--- config.mk ---
export PLATFORM = sky130hd
export DESIGN_NAME = keypad_debounce_edge
export DESIGN_NICKNAME = d
export VERILOG_FILES = /design/src/rtl/keypad_debounce_edge.sv
export SDC_FILE = /design/constraint.sdc
export NUM_CORES = 1
export LEC_CHECK = 0
export CAP_MARGIN = 25
export CORE_MARGIN = 2
export CORE_UTILIZATION = 47
export DETAILED_ROUTE_END_ITERATION = 10
export PLACE_DENSITY_LB_ADDON = 0.25
export RECOVER_POWER = 100
export SYNTH_ARGS = -nofsm -noshare
export SYNTH_HDL_FRONTEND = slang
export SYNTH_SLANG_ARGS = --single-unit
export TNS_END_PERCENT = 10
--- constraint.sdc ---
create_clock -name clk -period 7.6 [get_ports clk]
set_clock_uncertainty 0.05 [all_clocks]
set_input_delay 1.52 -clock clk [delete_from_list [all_inputs] [get_ports clk]]
set_output_delay 1.52 -clock clk [all_outputs]
set_load 0.05 [all_outputs]
--- src/rtl/keypad_debounce_edge.sv ---
// Keypad front end: normalise, 2-FF sync, counter debounce, rising-edge one-hot press pulse with lockout.
// Latency: raw change -> key_level after 2+DB_CYCLES edges, key_pulse one edge later; no backpressure (free-running pulses).
module keypad_debounce_edge #(
    parameter int WIDTH         = 11,
    parameter int DB_CYCLES     = 500000,
    parameter int CNT_W         = 19,
    parameter bit IN_ACTIVE_LOW = 1'b1
) (
    input  logic             clk,
    input  logic             n_rst,
    input  logic [WIDTH-1:0] key_raw,
    output logic [WIDTH-1:0] key_level,
    output logic [WIDTH-1:0] key_pulse,
    output logic             multi_press
);

    localparam logic [CNT_W-1:0] CNT_MAX = CNT_W'(DB_CYCLES - 1);
    localparam logic [CNT_W-1:0] CNT_ONE = CNT_W'(1);

    logic [WIDTH-1:0] norm;
    logic [WIDTH-1:0] sync1_q, sync1_d;
    logic [WIDTH-1:0] sync2_q, sync2_d;
    logic [WIDTH-1:0] stb_q, stb_d;
    logic [WIDTH-1:0] stb_dly_q, stb_dly_d;
    logic [CNT_W-1:0] cnt_q [WIDTH];
    logic [CNT_W-1:0] cnt_d [WIDTH];
    logic [WIDTH-1:0] rise;
    logic [WIDTH-1:0] key_pulse_q, key_pulse_d;
    logic             multi_press_q, multi_press_d;

    // Everything downstream works on active-high "pressed", so reset 0 means released.
    assign norm = IN_ACTIVE_LOW ? ~key_raw : key_raw;

    always_comb begin
        sync1_d   = norm;
        sync2_d   = sync1_q;
        stb_d     = stb_q;
        stb_dly_d = stb_q;
        for (int i = 0; i < WIDTH; i++) begin
            cnt_d[i] = '0;
            if (sync2_q[i] != stb_q[i]) begin
                if (cnt_q[i] == CNT_MAX) begin
                    stb_d[i] = sync2_q[i];
                end else begin
                    cnt_d[i] = cnt_q[i] + CNT_ONE;
                end
            end
        end

        rise          = stb_q & ~stb_dly_q;
        key_pulse_d   = '0;
        multi_press_d = 1'b0;
        // Only a lone press with nothing else held is forwarded; chords and rollover are flagged instead.
        if (rise != '0) begin
            if ($onehot(rise) && (stb_dly_q == '0)) begin
                key_pulse_d = rise;
            end else begin
                multi_press_d = 1'b1;
            end
        end
    end

    always_ff @(posedge clk or negedge n_rst) begin
        if (!n_rst) begin
            sync1_q       <= '0;
            sync2_q       <= '0;
            stb_q         <= '0;
            stb_dly_q     <= '0;
            key_pulse_q   <= '0;
            multi_press_q <= 1'b0;
            for (int i = 0; i < WIDTH; i++) begin
                cnt_q[i] <= '0;
            end
        end else begin
            sync1_q       <= sync1_d;
            sync2_q       <= sync2_d;
            stb_q         <= stb_d;
            stb_dly_q     <= stb_dly_d;
            key_pulse_q   <= key_pulse_d;
            multi_press_q <= multi_press_d;
            for (int i = 0; i < WIDTH; i++) begin
                cnt_q[i] <= cnt_d[i];
            end
        end
    end

    assign key_level   = stb_q;
    assign key_pulse   = key_pulse_q;
    assign multi_press = multi_press_q;

endmodule

* Word level (Yosys, flattened, before mapping)
Index checks and enable logic that the tools add are counted.
** Word-level totals
- Bits in registers :: 265
- Bits of input ports :: 13
- Output and inout bits :: 23
** Cells by class
- Reduce and logical (&&, ||, !) cells :: 14
- Eq/ne operators :: 23
- Add/subtract/negate cells :: 21
- Muxes and demuxes :: 26
- Bitwise logic cells :: 3
** Operator list (count)
- $mux W19 :: 22
- $add A19 B1 Y19 const B :: 11
- $eq A19 B19 Y1 const B :: 11
- $mux W11 :: 2
- $not A11 Y11 :: 2
- $reduce_and A2 Y1 :: 11
- $and A11 B11 Y11 :: 1
- $logic_not A11 Y1 :: 1
- $ne A1 B1 Y1 :: 11
- $reduce_bool A11 Y1 :: 1
- $add A1 B1 Y2 :: 5
- $add A2 B2 Y3 :: 2
- $add A3 B3 Y4 :: 1
- $add A4 B3 Y4 :: 1
- $eq A4 B1 Y1 const B :: 1
- $add A2 B1 Y3 :: 1
- $mux W1 :: 2
- $logic_and A1 B1 Y1 :: 1

* Longest topological paths before layout
- Depth after elaboration :: 10
- Gate-level depth with buffers :: 13

* Worst setup path after synthesis
No wires, ideal clock.
- Path kind :: register -> register
- Start :: register stb_q[0], in the netlist key_level[0]
- End :: register key_pulse_q[1], in the netlist key_pulse[1]
- Cell stages (with the launch flop) :: 14
- Arrival time :: 4.407 ns
- Period minus slack after synthesis :: 4.544 ns
- Data required time :: 7.464 ns
- Path buffers :: 1
- Slack :: 3.056 ns
- Cells stage by stage :: dfrtp_1 -> nand2b_1 -> fa_1 -> fa_1 -> inv_1 -> fa_1 -> inv_1 -> fa_1 -> fa_1 -> nor3b_1 -> nand2_1 -> or3_1 -> clkbuf_1 -> nor3_1
** On the way
- Cells in the longest elaborated chain, start to end :: 9
** RTL lines
- from (decl) :: RTL line 23 : logic [WIDTH-1:0] stb_q, stb_d;
- from (signal assigned) :: RTL line 77 : stb_q <= stb_d;
- $and A11 B11 Y11 * :: RTL line 50 : rise = stb_q & ~stb_dly_q;
- $add A1 B1 Y2 (not written as such) :: RTL line 55 : if ($onehot(rise) && (stb_dly_q == '0)) begin
- $add A2 B2 Y3 (not written as such) :: RTL line 55
- $add A3 B3 Y4 (not written as such) :: RTL line 55
- $add A4 B3 Y4 (not written as such) :: RTL line 55
- $eq A4 B1 Y1 :: RTL line 55
- $logic_and A1 B1 Y1 :: RTL line 55
- $mux W11 :: RTL line 55
- $mux W11 * :: RTL line 54 : if (rise != '0) begin
- net key_pulse_d[1] :: RTL line 28 : logic [WIDTH-1:0] key_pulse_q, key_pulse_d;
- to (signal assigned) :: RTL line 79 : key_pulse_q <= key_pulse_d;
- to (decl) :: RTL line 28
The timed path passes the listed nets; every way through them passes the cells marked *.
A chain may end at the register's enable or synchronous reset.

* Final worst setup path
- Start :: register stb_dly_q[0]
- End :: register key_pulse_q[4], in the netlist key_pulse[4]
** On the way
- Cells in the longest elaborated chain, start to end :: 10
** RTL lines
- from (decl) :: RTL line 24 : logic [WIDTH-1:0] stb_dly_q, stb_dly_d;
- from (signal assigned) :: RTL line 78 : stb_dly_q <= stb_dly_d;
- $not A11 Y11 :: RTL line 50
- $and A11 B11 Y11 :: RTL line 50
- $add A1 B1 Y2 (not written as such) :: RTL line 55
- $add A2 B2 Y3 (not written as such) :: RTL line 55
- $add A3 B3 Y4 (not written as such) :: RTL line 55
- $add A4 B3 Y4 (not written as such) :: RTL line 55
- $eq A4 B1 Y1 :: RTL line 55
- $logic_and A1 B1 Y1 :: RTL line 55
- $mux W11 :: RTL line 55
- $mux W11 * :: RTL line 54
- net key_pulse_d[4] :: RTL line 28
Marked as above.

==> metrics.txt <==
status=complete, but fails checks; violated checks=design-rule violations, max-capacitance violations, max-slew violations; pin count of the biggest net entering global routing=135; worst r2r src=stb_dly_q[0]; top cell type by total area after synthesis=dfrtp_1; post-synthesis sequential area ratio=0.528; worst skew pair latency=540 ps; WL per Instance=14.5 um; final wirelength=around 23 mm; slew margin rel.=-1.17; EDFF count, synth=0; reg2reg end=key_pulse[4]; antenna-violating nets left=0; Critical Path RT=8000 ps; register bit total from synthesis=265; share of the synthesized area in the top cell type=0.528; worst-margin pin slew=3250 ps; dominant synthesized flop cell=dfrtp_1; maxcap violations=9; most common cell in the netlist=dfrtp_1; worst r2r path cells=12; Cell Rows=59; cts bufs inserted=29; clock share of power=0.476; CP endpoint=key_pulse[4]; setup slack, reg-to-reg=3190 ps; Clock Sinks=265; Setup crit start kind=flip-flop; n_diodes=0; final hold slack=300 ps; Die Height=168 um; CTS tree=done; critical path fanouts, max=11; Vias=8,745; leak pwr=5.76 nW; Initial Util=0.481; Internal Power=around 2.3 mW; share of cells above drive strength 1=0.0632; Syn Nets=between 1,000 and 1,500; Area Growth Syn to Fin=11.8%; postcts setup bufs=0; Final Hold Viols=0; Mapped Cells=1,217; warning count from the yosys run=0; RSZ-0062 raised after global routing=no; Reg clk slew, reported paths=about 60 ps; vias in the first global route=8,511; count of cell types in the netlist=47; cts hold-fix bufs=0; mean number of vias per cell=5.41; switching part of the total=0.216; sw power=632 uW; Total Routing Usage GR=0.173; clk buf depth=3; worst hold path type=flip-flop to flip-flop; Crit Path Class=flip-flop to flip-flop; final setup violation count=0; data arrival time of the worst path=4800 ps; core area=26,100 um^2; CP Capture Type=flip-flop; grt total ovfl=0; top cells by area, synth=dfrtp_1, xnor2_1, nor2_1; DPL Wire Length=15.7 mm; synthesized area=12,600 um^2; Max Clock Freq=227 MHz; PostCTS Resize Cnt=0; GP Congestion=0.798; Mean Syn Cell Area=10.3 um^2; maximum VDD drop=0.153 mV; async set-reset flop share out of synthesis=1.00; DRC=2; Gate power share=0.028; first-pass GRT wire length=just over 40 mm; Tcrit/Tclk final=0.580; post-layout min period=approximately 4400 ps; 1st-pass router iterations=8; Die Area=between 20,000 and 30,000 um^2; pins over their slew limit=284; Flop pwr share=0.495; Root Driver=clkbuf_16; pwr/cell area=208 nW/um^2; antenna violations before repair=0; Starting DRT DRC Count=550; synth cell count leaders=dfrtp_1, nor2_1, xnor2_1; Die W=around 170 um; port bufs=35; CP startpoint=stb_dly_q[0]; Setup TNS Final=0 ps; H-tree Lvls=1; nets@finish=approximately 1,300; Top Ports=36
[cells in the final DEF, fill, tap and decap left out, types with 31 or more instances in the layout]
cell	n
nand3_1	62
xor2_1	53
o21ai_0	38
nand2_1	63
inv_1	52
or4_1	37
dlygate4sd3_1	34
nand4_1	51
nor2_1	181
dfrtp_1	265
or3_1	37
a21oi_1	53
nor3_1	31
xnor2_1	92
[flip-flops by register name (all words and copies together), names as in the netlist]
signal / flops
key_pulse: 11
key_level: 11
cnt_q: 209
multi_press: 1
sync2_q: 11
sync1_q: 11
stb_dly_q: 11
[worst min-delay path by stage]
stage | from | end | slack (ps) | cells past startpoint
after detailed placement | sync1_q[1] | sync2_q[1] | 290 | 0
after CTS | sync1_q[2] | sync2_q[2] | 300 | 0
after floorplan | sync1_q[0] | sync2_q[0] | 280 | 0
after global routing | sync1_q[2] | sync2_q[2] | 300 | 0
after global placement | sync1_q[2] | sync2_q[2] | 280 | 0
final | sync1_q[6] | sync2_q[6] | 300 | 0
[layout make-up]
type                       count  area [um^2]
clock buffer                  41          851
timing repair buffer          39          377
clock inverter                11          111
inverter                      52          195
tap                          335          419
multi-input combinational    874         5460
fill                        2319        12100
sequential                   265         6630
[worst max-delay path, cell delays in order (launching register included)]
cell	delay, ps
dfrtp_1	380
nand2b_1	210
fa_1	530
fa_1	550
inv_1	50
fa_1	520
inv_1	50
fa_1	450
fa_1	490
nor3b_1	170
nand2_1	90
or3_1	540
nor3_1	240
[cell families (layout without fill, tap and decap cells)]
logic type	count (synthesis)	after routing	share of synthesized area
AO/OA/AOI/OAI	118	118	0.0601
XOR/XNOR	145	145	0.101
adder cells (fa/ha/maj)	20	20	0.0241
buffers and inverters	78	143	0.0282
flip-flops	265	265	0.528
multiplexers	11	11	0.00986
AND/OR/NAND/NOR	580	580	0.249
[metal layers]
layer | track usage | part of all wire
met3 | 0.0319 | 0.037
met4 | 0.0405 | 0.019
met2 | 0.278 | 0.46
met5 | 0 | 0
met1 | 0.246 | 0.48
[metrics by stage]
stage                     power [mW]  area, um^2  instances  setup WS [ps]  utilization
final                           2.93       14000       1617           3190        0.538
after global routing            3.04       14000       1617           2900        0.538
after CTS                       2.97       14200       1617           3170        0.543
after detailed placement        1.57       13200       1565           3180        0.506
after global placement          1.57       13200       1565           3230        0.506
after floorplan                 1.52       12600       1217           3060            -
[power groups by stage]
stage	Combinational (mW)	Clock, mW	Sequential, mW
detailed placement	0.0917	0	1.47
floorplan	0.0480	0	1.47
global placement	0.0910	0	1.47
finish	0.0829	1.39	1.45
CTS	0.0919	1.43	1.45
global route	0.0988	1.49	1.45
Note: power is estimated with default switching activity, not from simulation.
